`config.mk`:
```
export PLATFORM = sky130hd
export DESIGN_NAME = fifo_flex
export DESIGN_NICKNAME = d
export VERILOG_FILES = /design/src/rtl/fifo_flex_pkg.sv /design/src/rtl/fifo_ram.sv /design/src/rtl/fifo_flex.sv
export SDC_FILE = /design/constraint.sdc
export NUM_CORES = 1
export LEC_CHECK = 0
export BUFFER_PORTS_ARGS = -buffer_cell sky130_fd_sc_hd__buf_2
export CORE_AREA = 8 8 204 157
export CTS_BUF_LIST = sky130_fd_sc_hd__clkbuf_2 sky130_fd_sc_hd__clkbuf_4 sky130_fd_sc_hd__clkbuf_8
export DETAILED_ROUTE_END_ITERATION = 8
export DIE_AREA = 0 0 212 165
export GPL_TIMING_DRIVEN = 0
export HOLD_SLACK_MARGIN = 0.03
export PLACE_DENSITY = 0.65
export SYNTH_ARGS = -nofsm -noshare
export SYNTH_HDL_FRONTEND = slang
export SYNTH_SLANG_ARGS = --single-unit
```
`constraint.sdc`:
```
create_clock -name clk -period 6.55 [get_ports clk]
set_clock_uncertainty 0.1 [all_clocks]
set_input_delay 0.655 -clock clk [delete_from_list [all_inputs] [get_ports clk]]
set_output_delay 0.655 -clock clk [all_outputs]
set_load 0.02 [all_outputs]
```
`src/rtl/fifo_flex_pkg.sv`:
```
// Elaboration-time helpers shared by the fifo_flex files.
// Only constant functions live here; widths and thresholds stay module parameters.
`timescale 1ns/1ps
package fifo_flex_pkg;

    // True when v is a power of two and at least 2.
    function automatic bit is_pow2(input int v);
        return (v >= 2) && ((v & (v - 1)) == 0);
    endfunction

    // True when 0 <= ae < af <= depth.
    function automatic bit thresh_ok(input int depth, input int ae, input int af);
        return (ae >= 0) && (ae < af) && (af <= depth);
    endfunction

endpackage

```
`src/rtl/fifo_ram.sv`:
```
// Storage array for fifo_flex.
// DEPTH x DATA_WIDTH, synchronous write, asynchronous (combinational) read.
// Contents are deliberately not reset.
`timescale 1ns/1ps
module fifo_ram #(
    parameter int DATA_WIDTH = 8,
    parameter int DEPTH      = 32,
    parameter int ADDR_WIDTH = $clog2(DEPTH)
) (
    input  logic                  clk,
    input  logic                  we,
    input  logic [ADDR_WIDTH-1:0] waddr,
    input  logic [DATA_WIDTH-1:0] wdata,
    input  logic [ADDR_WIDTH-1:0] raddr,
    output logic [DATA_WIDTH-1:0] rdata
);

    logic [DATA_WIDTH-1:0] mem [DEPTH];

    // Write port: one word per accepted write.
    always_ff @(posedge clk) begin
        if (we) begin
            mem[waddr] <= wdata;
        end
    end

    assign rdata = mem[raddr];

endmodule

```
`src/rtl/fifo_flex.sv`:
```
// Parametrised single-clock FIFO with occupancy count, almost-full/almost-empty
// thresholds, sticky overflow/underflow and selectable standard/FWFT read mode.
`timescale 1ns/1ps
module fifo_flex
    import fifo_flex_pkg::*;
#(
    parameter int DATA_WIDTH = 8,
    parameter int DEPTH      = 32,
    parameter int ADDR_WIDTH = $clog2(DEPTH),
    parameter bit FWFT       = 1'b0,
    parameter int AF_THRESH  = DEPTH - 4,
    parameter int AE_THRESH  = 4
) (
    input  logic                  clk,
    input  logic                  rst,
    input  logic                  wr_en,
    input  logic [DATA_WIDTH-1:0] din,
    output logic                  full,
    output logic                  almost_full,
    input  logic                  rd_en,
    output logic [DATA_WIDTH-1:0] dout,
    output logic                  valid,
    output logic                  empty,
    output logic                  almost_empty,
    output logic [ADDR_WIDTH:0]   count,
    output logic                  overflow,
    output logic                  underflow,
    input  logic                  clr_err
);

    localparam int CNT_W = ADDR_WIDTH + 1;
    localparam logic [ADDR_WIDTH:0] CNT_FULL = CNT_W'(DEPTH);
    localparam logic [ADDR_WIDTH:0] CNT_AF   = CNT_W'(AF_THRESH);
    localparam logic [ADDR_WIDTH:0] CNT_AE   = CNT_W'(AE_THRESH);

    if (!is_pow2(DEPTH) || DATA_WIDTH < 1) begin : g_bad_geometry
        $error("fifo_flex: DEPTH must be a power of two >= 2 and DATA_WIDTH >= 1");
    end
    if (!thresh_ok(DEPTH, AE_THRESH, AF_THRESH)) begin : g_bad_thresh
        $error("fifo_flex: thresholds must satisfy 0 <= AE_THRESH < AF_THRESH <= DEPTH");
    end

    logic [ADDR_WIDTH-1:0] wr_ptr;
    logic [ADDR_WIDTH-1:0] rd_ptr;
    logic [ADDR_WIDTH:0]   cnt;
    logic [DATA_WIDTH-1:0] ram_rdata;
    logic                  rd_acc;
    logic                  wr_acc;

    // Flags come only from the registered count, so a simultaneous read and
    // write (count unchanged) cannot glitch them.
    assign empty        = (cnt == '0);
    assign full         = (cnt == CNT_FULL);
    assign almost_full  = (cnt >= CNT_AF);
    assign almost_empty = (cnt <= CNT_AE);
    assign count        = cnt;

    // A read at full frees the slot the same cycle, so the write may proceed.
    assign rd_acc = rd_en && !empty;
    assign wr_acc = wr_en && (!full || rd_acc);

    fifo_ram #(
        .DATA_WIDTH (DATA_WIDTH),
        .DEPTH      (DEPTH),
        .ADDR_WIDTH (ADDR_WIDTH)
    ) u_ram (
        .clk   (clk),
        .we    (wr_acc),
        .waddr (wr_ptr),
        .wdata (din),
        .raddr (rd_ptr),
        .rdata (ram_rdata)
    );

    // Pointer and occupancy bookkeeping; pointers wrap naturally at DEPTH.
    always_ff @(posedge clk) begin
        if (rst) begin
            wr_ptr <= '0;
            rd_ptr <= '0;
            cnt    <= '0;
        end else begin
            if (wr_acc) wr_ptr <= wr_ptr + ADDR_WIDTH'(1);
            if (rd_acc) rd_ptr <= rd_ptr + ADDR_WIDTH'(1);
            case ({wr_acc, rd_acc})
                2'b10:   cnt <= cnt + CNT_W'(1);
                2'b01:   cnt <= cnt - CNT_W'(1);
                default: cnt <= cnt;
            endcase
        end
    end

    // Sticky error flags; a new error in the clearing cycle wins over clr_err.
    always_ff @(posedge clk) begin
        if (rst) begin
            overflow  <= 1'b0;
            underflow <= 1'b0;
        end else begin
            if (wr_en && !wr_acc) overflow <= 1'b1;
            else if (clr_err)     overflow <= 1'b0;
            if (rd_en && empty)   underflow <= 1'b1;
            else if (clr_err)     underflow <= 1'b0;
        end
    end

    if (FWFT) begin : g_fwft
        // Head word is presented directly; masked to zero while empty so the
        // unreset RAM never leaks onto dout.
        assign dout  = empty ? '0 : ram_rdata;
        assign valid = !empty;
    end else begin : g_std
        logic [DATA_WIDTH-1:0] dout_p1;
        logic                  vld_p1;

        // Standard read: capture the head word on an accepted read, pulse valid.
        always_ff @(posedge clk) begin
            if (rst) begin
                dout_p1 <= '0;
                vld_p1  <= 1'b0;
            end else begin
                vld_p1 <= rd_acc;
                if (rd_acc) dout_p1 <= ram_rdata;
            end
        end

        assign dout  = dout_p1;
        assign valid = vld_p1;
    end

endmodule

```
==> impl_metrics.env, run 1 <==
export IMPL_status="complete, no violations"
export IMPL_synth_fp_nets=666
export IMPL_period_needed_ns=3.51
export IMPL_path_max_fanout=9
export IMPL_io_pins=34
export IMPL_layout_drive_gt1_share_pct=22.8
export IMPL_antenna_left=0
export IMPL_cts_resized=0
export IMPL_fin_setup_tns_ns=0
export IMPL_drt_met1_wl_um=12000
export IMPL_peakVddDrop_mv=0.141
export IMPL_min_to="overflow"
export IMPL_preCtsSetupSlack_ns=3.11
export IMPL_die_area_sq_um=35000
export IMPL_r2r_slack_ns=3.04
export IMPL_post_cts_buffers=0
export IMPL_top_layer="met5"
export IMPL_async_flop_share_pct=0
export IMPL_diodes=0
export IMPL_yosysWarnings=0
export IMPL_path_class="flop to flop"
export IMPL_rows=54
export IMPL_power_density_nw_per_um2=350
export IMPL_post_place_cells=1066
export IMPL_ys_ff_latch=283
export IMPL_fmaxAchievable_mhz=285
export IMPL_finalSetupViolCount=0
export IMPL_arrival_ns=3.83
export IMPL_cts_buffers=44
export IMPL_synth_edff_count=256
export IMPL_syn_inst=643
export IMPL_r2r_cells=10
export IMPL_hold_viol=0
export IMPL_drc=0
export IMPL_grt_max_degree=33
export IMPL_period_share_pct=53.6
export IMPL_viasPerCell=5.37
export IMPL_place_area_sq_um=11900
export IMPL_yosysSeqAreaShare_pct=72.8
export IMPL_syn_area_per_cell_sq_um=17.6
export IMPL_cts_tree="built"
export IMPL_route_met3_wl_um=2470
export IMPL_worst_pin_slew_ns=0.939
export IMPL_setup_ws_ns=3.04
export IMPL_grt_use_total_pct=15.0
export IMPL_grt_pass1_wl_um=39000
export IMPL_grt_setup_unrepaired="false"
export IMPL_cts_root_buf="clkbuf_8"
export IMPL_min_path_cells=3
export IMPL_dr_pass1_iters=6
export IMPL_clk_path_buf_depth=3
export IMPL_met2_length_um=11300
export IMPL_fp_dieW_um=212
export IMPL_ys_flop_type="edfxtp_1"
export IMPL_htreeDepth=2
export IMPL_final_max_slew_viol_count=0
export IMPL_ys_types=53
export IMPL_layout_nets=743
export IMPL_syn2layout_area_growth_pct=13.6
export IMPL_drt_initial_drc_count=701
export IMPL_r2r_end="count[5]"
export IMPL_slew_headroom_pct=37.2
export IMPL_leakagePower_nw=4.06
export IMPL_grt_ovfl_total=0
export IMPL_timing_rr_start="count[3]"
export IMPL_clk_latency_ns=0.54
export IMPL_final_area_sq_um=12800
export IMPL_cts_clk_slew_worst_paths_ns=0.06
export IMPL_crit_path_end_kind="flop"
export IMPL_coreArea_sq_um=28700
export IMPL_dp_hpwl_um=16900
export IMPL_gp_congestion=0.859
export IMPL_critPathLaunchType="flop"
export IMPL_fillers=2530
export IMPL_syn_area_sq_um=11300
export IMPL_die_h_um=165
export IMPL_finalNonFillerCells=1148
export IMPL_p_total_mw=4.49
export IMPL_grt_pass1_vias=6132
export IMPL_min_path_type="input port to flop"
export IMPL_numPortBuffers=31
export IMPL_max_cap_violations=0
export IMPL_wl_per_cell_um=22.8
export IMPL_vias=6160
export IMPL_required_ns=6.87
export IMPL_start_util_pct=39.3
export IMPL_ctsHoldBuffers=0
export IMPL_clock_sinks=283
export IMPL_antenna_found_initial=1
export IMPL_routed_wl_um=26200
export IMPL_min_delay_start="clr_err"
==> cells by family (layout without fill, tap and decap cells) <==
family	after synthesis	count (layout)	share of synthesized area, %
fa+ha+maj	10	10	1.17
compound gates	88	88	5.77
buf+inv	41	154	1.62
simple gates	118	118	5.03
xor+xnor	11	11	0.853
mux	92	92	12.7
flops	283	283	72.8
==> per-stage QoR <==
step / hold slack (ns) / util, %
after global routing: 0.304 / 44.7
after CTS: 0.288 / 44.7
final: 0.301 / 44.7
after floorplan: 0.435 / -
after global placement: 0.345 / 41.6
after detailed placement: 0.347 / 41.6
==> cell usage in the layout, fill, tap and decap left out, drive strengths merged, types with 6 or more instances in the layout <==
cell    count
a211oi      9
nor2       61
a22o        9
ha          9
o22ai      15
xor2        6
edfxtp    256
a21oi      13
o21ai      14
dfxtp      27
mux2i      49
mux4       41
a22oi       6
buf        50
nor4        6
nand3b      7
nand2      16
a211o       7
clkbuf     85
clkinv     11
==> cell type report <==
type	instances	area, sq um	area share, %
Sequential cell	283	8230	64.1
Multi-Input combinational cell	319	2890	22.5
Clock buffer	68	798	6.22
Timing Repair Buffer	31	155	1.21
Buffer	36	164	1.28
Tap cell	392	490	3.82
Clock inverter	14	91.3	0.712
Inverter	5	18.8	0.146
==> metal layers <==
| metal | up-vias | track usage, % |
|---|---|---|
| li1 | 2727 | - |
| met1 | 3141 | 21.1 |
| met2 | 240 | 22.1 |
| met3 | 50 | 4.99 |
| met4 | 2 | 3.85 |
| met5 | - | 0 |
==> how the worst max path moves through the flow <==
stage                   from        to  cells past startpoint
finish              count[3]  count[5]                     10
global route        count[3]  count[5]                     10
CTS                 count[3]  count[5]                     10
detailed placement  count[3]  count[5]                     10
global placement    count[3]  count[5]                     10
floorplan           count[3]  count[5]                     10
==> flip-flops by register name, summed over array words and instances, names as in the netlist <==
signal and flops:
rd_ptr 5, dout 8, wr_ptr 5, u_ram.mem 256
valid 1, overflow 1, underflow 1, count 6
==> critical path, cell delays in order (launching register included) <==
cell      delay, ns
dfxtp_1        0.36
or4_1          0.55
buf_6          0.16
o31ai_4        0.53
nor2_2         0.20
ha_1           0.34
a211oi_1       0.25
o21bai_1       0.11
a21oi_1        0.23
mux2i_1        0.23
mux2_1         0.33
==> synthesized netlist by cell type, types with 3 or more instances <==
master,instances,area [sq um]
edfxtp_1,256,7690
nor4_1,6,37.5
a21oi_1,13,65.1
ha_1,9,113
mux4_2,41,923
nor2b_1,5,31.3
nand3b_1,7,52.6
nor2_1,60,225
dfxtp_1,27,541
buf_1,5,18.8
a22oi_1,6,45.0
inv_1,5,18.8
xnor2_1,5,43.8
buf_2,11,55.1
o22ai_1,15,93.8
clkbuf_1,17,63.8
xor2_1,6,52.6
o21ai_0,14,70.1
a211oi_1,9,67.6
nand4_1,4,25.0
nand3_1,3,15.0
nand2b_1,3,18.8
a211o_1,7,61.3
mux2i_1,49,490
a22o_1,9,78.8
or3_1,3,18.8
nand2_1,16,60.1
==> report_power, final <==
group	internal, mW	total, mW	switching [mW]
combinational	0.369	0.926	0.557
sequential	2.03	2.07	0.0435
clock	0.817	1.48	0.668
Power figures use the tool's default switching activity.
==> run 2, diff against run 1 <==
clock period = 3.35 ns   (was 6.55 ns; I/O delays follow)
==> impl_metrics.env, run 2 (synthesis gave the netlist of run 1 again) <==
export IMPL_diodes=0
export IMPL_start_util_pct=39.3
export IMPL_leakagePower_nw=4.07
export IMPL_rows=54
export IMPL_layout_nets=745
export IMPL_crit_top_cell="clkbuf_1"
export IMPL_dr_pass1_iters=6
export IMPL_numPortBuffers=31
export IMPL_hold_viol=0
export IMPL_largest_register="u_ram.mem"
export IMPL_viasPerCell=5.37
export IMPL_period_share_pct=95.4
export IMPL_power_share_clock_pct=33.0
export IMPL_grt_pass1_wl_um=39100
export IMPL_period_needed_ns=3.20
export IMPL_status="complete, no violations"
export IMPL_clk_latency_ns=0.54
export IMPL_finalSetupViolCount=0
export IMPL_min_path_type="input port to flop"
export IMPL_die_h_um=165
export IMPL_path_max_fanout=10
export IMPL_grt_use_total_pct=15.0
export IMPL_vias=6181
export IMPL_busiest_layer="met2"
export IMPL_met1_usage_pct=21.2
export IMPL_worst_path_buf_inv=2
export IMPL_grt_pass1_vias=6143
export IMPL_fillers=2529
export IMPL_antenna_left=0
export IMPL_p_int_mw=6.30
export IMPL_routed_wl_um=26200
export IMPL_pwr_share_comb_pct=20.8
export IMPL_clock_sinks=283
export IMPL_slowest_delay_ns=0.71
export IMPL_io_pins=34
export IMPL_coreArea_sq_um=28700
export IMPL_preCtsSetupSlack_ns=-0.0901
export IMPL_cp_top_family="buffers and inverters"
export IMPL_timing_rr_start="rd_ptr[1]"
export IMPL_clk_path_buf_depth=3
export IMPL_crit_path_end_kind="flop"
export IMPL_cts_clk_slew_worst_paths_ns=0.06
export IMPL_antenna_found_initial=1
export IMPL_switching_share_pct=28.2
export IMPL_layout_drive_gt1_share_pct=22.8
export IMPL_die_area_sq_um=35000
export IMPL_critPathLaunchType="flop"
export IMPL_crit_start="rd_ptr[1]"
export IMPL_power_density_nw_per_um2=683
export IMPL_path_class="flop to flop"
export IMPL_cts_buffers=44
export IMPL_syn2layout_area_growth_pct=13.7
export IMPL_setup_ws_ns=0.154
export IMPL_drt_initial_drc_count=739
export IMPL_max_cap_violations=0
export IMPL_htreeDepth=2
export IMPL_dp_hpwl_um=16900
export IMPL_cts_root_buf="clkbuf_8"
export IMPL_critPathSlowestCell="clkbuf_1"
export IMPL_grt_max_degree=33
export IMPL_power_frac_seq_pct=46.2
export IMPL_grt_setup_unrepaired="false"
export IMPL_path_cells="clkbuf_1, clkbuf_1, mux4_2, a22o_1, nor4_1, a211o_1, a21oi_1"
export IMPL_wl_per_cell_um=22.8
export IMPL_peakVddDrop_mv=0.274
export IMPL_largest_register_ffs=256
export IMPL_slew_headroom_pct=40.8
export IMPL_finalNonFillerCells=1150
export IMPL_cts_tree="built"
export IMPL_arrival_ns=3.50
export IMPL_power_switching_mw=2.48
export IMPL_min_delay_start="wr_en"
export IMPL_use_met3_pct=4.87
export IMPL_gp_congestion=0.859
export IMPL_grt_util_met2_pct=22.1
export IMPL_drc=0
export IMPL_required_ns=3.66
export IMPL_fmaxAchievable_mhz=313
export IMPL_final_cell_mix="edfxtp_1, nor2_1, mux2i_1"
export IMPL_fp_dieW_um=212
export IMPL_grt_ovfl_total=0
export IMPL_post_place_cells=1066
export IMPL_final_max_slew_viol_count=0
export IMPL_worst_pin_slew_ns=0.885
export IMPL_final_common_cell="edfxtp_1"
## run 2: area by class of cell
type	count	area [sq um]	area share [%]
Clock buffer	68	798	6.21
Inverter	5	18.8	0.146
Clock inverter	14	91.3	0.711
Timing Repair Buffer	33	173	1.34
Sequential cell	283	8230	64.0
Buffer	36	164	1.28
Tap cell	392	490	3.82
Multi-Input combinational cell	319	2890	22.5
## run 2: repair_timing
action / 4_1_cts / 5_1_grt
setup endpoints to repair: 1 / 0
endpoints found under the hold margin: 2 / 0
resized for setup: 0 / 0
buffers inserted: 1 / 0
hold buffers: 1 / 0
## run 2: routing by layer
layer,routed length (um),up-vias,share of wire (%)
met5,9,-,0.034
met4,397,2,1.5
met3,2390,45,9.1
met2,11300,224,43
met1,12100,3180,46
li1,-,2730,-
## run 2: per-stage QoR
step / setup TNS [ns] / hold slack [ns] / util, % / cell area (sq um) / power [mW]
4_1_cts: 0 / 0.120 / 44.7 / 12800 / 8.84
3_5_place_dp: -0.0901 / 0.347 / 41.6 / 11900 / 5.94
3_3_place_gp: -0.0888 / 0.345 / 41.6 / 11900 / 5.92
5_1_grt: 0 / 0.174 / 44.7 / 12800 / 9.13
6_report: 0 / 0.130 / 44.7 / 12800 / 8.78
2_1_floorplan: 0 / 0.334 / - / 11300 / 5.38
## run 2: final timing paths
kind	end	slack, ns	depth (start not counted)
worst max register to register	dout[2]	0.15	7
worst max-delay path	dout[2]	0.15	7
worst min-delay path	overflow	0.13	4
worst min register to register	dout[4]	0.35	2
## run 2: power groups by stage
stage	clock network [mW]	logic [mW]	registers, mW
2_1_floorplan	0	1.18	4.20
3_3_place_gp	0	1.79	4.13
3_5_place_dp	0	1.81	4.13
4_1_cts	2.95	1.83	4.06
5_1_grt	3.09	1.97	4.07
6_report	2.90	1.82	4.06
## run 2: tightest hold or removal path, cell delays in order
cell	delay [ns]
buf_2	0.15
nand2b_1	0.09
or3_1	0.10
a21oi_1	0.05
==> run 3, diff against run 2 <==
ABC_AREA = 0   (was unset)
PLACE_DENSITY = 0.67   (was 0.65)
clock period = 2.9 ns   (was 3.35 ns; I/O delays follow)
==> impl_metrics.env, run 3 (synthesis gave the netlist of run 1 again) <==
export IMPL_status="complete, no violations"
export IMPL_timing_rr_start="count[4]"
export IMPL_die_h_um=165
export IMPL_slew_headroom_pct=40.2
export IMPL_fin_setup_tns_ns=0
export IMPL_numPortBuffers=31
export IMPL_largest_register_ffs=256
export IMPL_period_needed_ns=2.88
export IMPL_crit_start="count[4]"
export IMPL_dr_pass1_iters=5
export IMPL_layout_drive_gt1_share_pct=25.1
export IMPL_period_share_pct=99.4
export IMPL_worst_path_buf_inv=0
export IMPL_fin_hold_ws_ns=0.104
export IMPL_clk_path_buf_depth=3
export IMPL_grt_pass1_vias=6133
export IMPL_fp_dieW_um=212
export IMPL_r2r_cells=9
export IMPL_gp_congestion=0.872
export IMPL_arrival_ns=3.22
export IMPL_path_class="flop to flop"
export IMPL_leakagePower_nw=4.08
export IMPL_clock_sinks=283
export IMPL_final_area_sq_um=12900
export IMPL_routed_wl_um=26200
export IMPL_viasPerCell=5.33
export IMPL_path_cells="or4_4, o31ai_4, nor2_4, ha_4, a211oi_2, o21bai_1, a21oi_2, mux2i_1, mux2_1"
export IMPL_clk_latency_ns=0.55
export IMPL_cp_top_family="compound AO/OA/AOI/OAI gates"
export IMPL_cts_root_buf="clkbuf_8"
export IMPL_grt_pass1_wl_um=38600
export IMPL_io_pins=34
export IMPL_final_cell_mix="edfxtp_1, nor2_1, mux2i_1"
export IMPL_grt_setup_unrepaired="true"
export IMPL_worst_pin_slew_ns=0.893
export IMPL_required_ns=3.23
export IMPL_crit_path_end_kind="flop"
export IMPL_r2r_end="count[5]"
export IMPL_max_cap_violations=0
export IMPL_antenna_left=0
export IMPL_fmaxAchievable_mhz=347
export IMPL_hold_viol=0
export IMPL_layout_nets=751
export IMPL_drt_initial_drc_count=674
export IMPL_crit_path_end="count[5]"
export IMPL_rows=54
export IMPL_peakVddDrop_mv=0.368
export IMPL_htreeDepth=2
export IMPL_power_density_nw_per_um2=790
export IMPL_die_area_sq_um=35000
export IMPL_diodes=0
export IMPL_grt_ovfl_total=0
export IMPL_r2r_slack_ns=0.02
export IMPL_cts_buffers=45
export IMPL_cp_depth=9
export IMPL_min_path_type="input port to flop"
export IMPL_preCtsSetupSlack_ns=-0.362
export IMPL_p_total_mw=10.2
export IMPL_grt_max_degree=33
export IMPL_critPathSlowestCell="or4_4"
export IMPL_place_area_sq_um=12000
export IMPL_setup_ws_ns=0.0174
export IMPL_finalSetupViolCount=0
export IMPL_start_util_pct=39.3
export IMPL_vias=6149
export IMPL_path_max_fanout=6
export IMPL_final_max_slew_viol_count=0
export IMPL_wl_per_cell_um=22.7
export IMPL_dp_hpwl_um=16900
export IMPL_syn2layout_area_growth_pct=14.6
export IMPL_grt_use_total_pct=15.0
export IMPL_final_common_cell="edfxtp_1"
export IMPL_antenna_found_initial=0
export IMPL_slowest_delay_ns=0.59
export IMPL_cts_tree="built"
export IMPL_largest_register="u_ram.mem"
export IMPL_coreArea_sq_um=28700
export IMPL_critPathLaunchType="flop"
export IMPL_drc=0
export IMPL_cts_clk_slew_worst_paths_ns=0.06
## run 3: final cells by class
cell class	count	area, sq um
clock inverters	14	63.8
inverters	5	18.8
flip-flops and latches	283	8230
multi-input cells	319	2950
clock buffers	67	803
well taps	392	490
fillers	2503	15800
plain buffers	35	161
repair buffers	39	218
## run 3: worst min path at each step
stage / endpoint / start / cells past startpoint
after floorplan: u_ram.mem[0][0] / din[0] / 0
after global placement: dout[4] / dout[4] / 2
after detailed placement: dout[3] / dout[3] / 2
after CTS: count[4] / rst / 2
after global routing: count[4] / rst / 2
final: count[4] / rst / 2
## run 3: per-stage QoR
stage               utilization (%)  cells
floorplan                         -    643
global placement               41.7   1066
detailed placement             41.7   1066
CTS                            44.8   1149
global route                   45.1   1154
finish                         45.1   1154
## run 3: worst reg2reg max path: stages (launching register included)
cell and delay (ns):
dfxtp_2 0.35, or4_4 0.59, o31ai_4 0.33, nor2_4 0.13
ha_4 0.26, a211oi_2 0.18, o21bai_1 0.11, a21oi_2 0.17
mux2i_1 0.22, mux2_1 0.33
## run 3: where the power goes
group / internal (mW) / switching, mW / total [mW]
clock network: 1.77 / 1.50 / 3.27
registers: 4.59 / 0.106 / 4.70
logic: 0.943 / 1.32 / 2.26
## run 3: routing by layer
layer  wire (um)  track usage (%)  vias to the layer above
met5           0                0                        -
met4         372             4.48                        0
met3        2580             5.18                       28
met2       11300             21.7                      230
met1       11900             21.1                     3153
li1            -                -                     2738
## run 3: repair_timing
| item | 4_1_cts | 5_1_grt |
|---|---|---|
| buffers inserted | 1 | 6 |
| endpoints found under the setup margin | 10 | 153 |
| endpoints found under the hold margin | 2 | 0 |
| gates resized for setup | 2 | 13 |
| hold buffers | 1 | 0 |
| pin swaps | 1 | 6 |
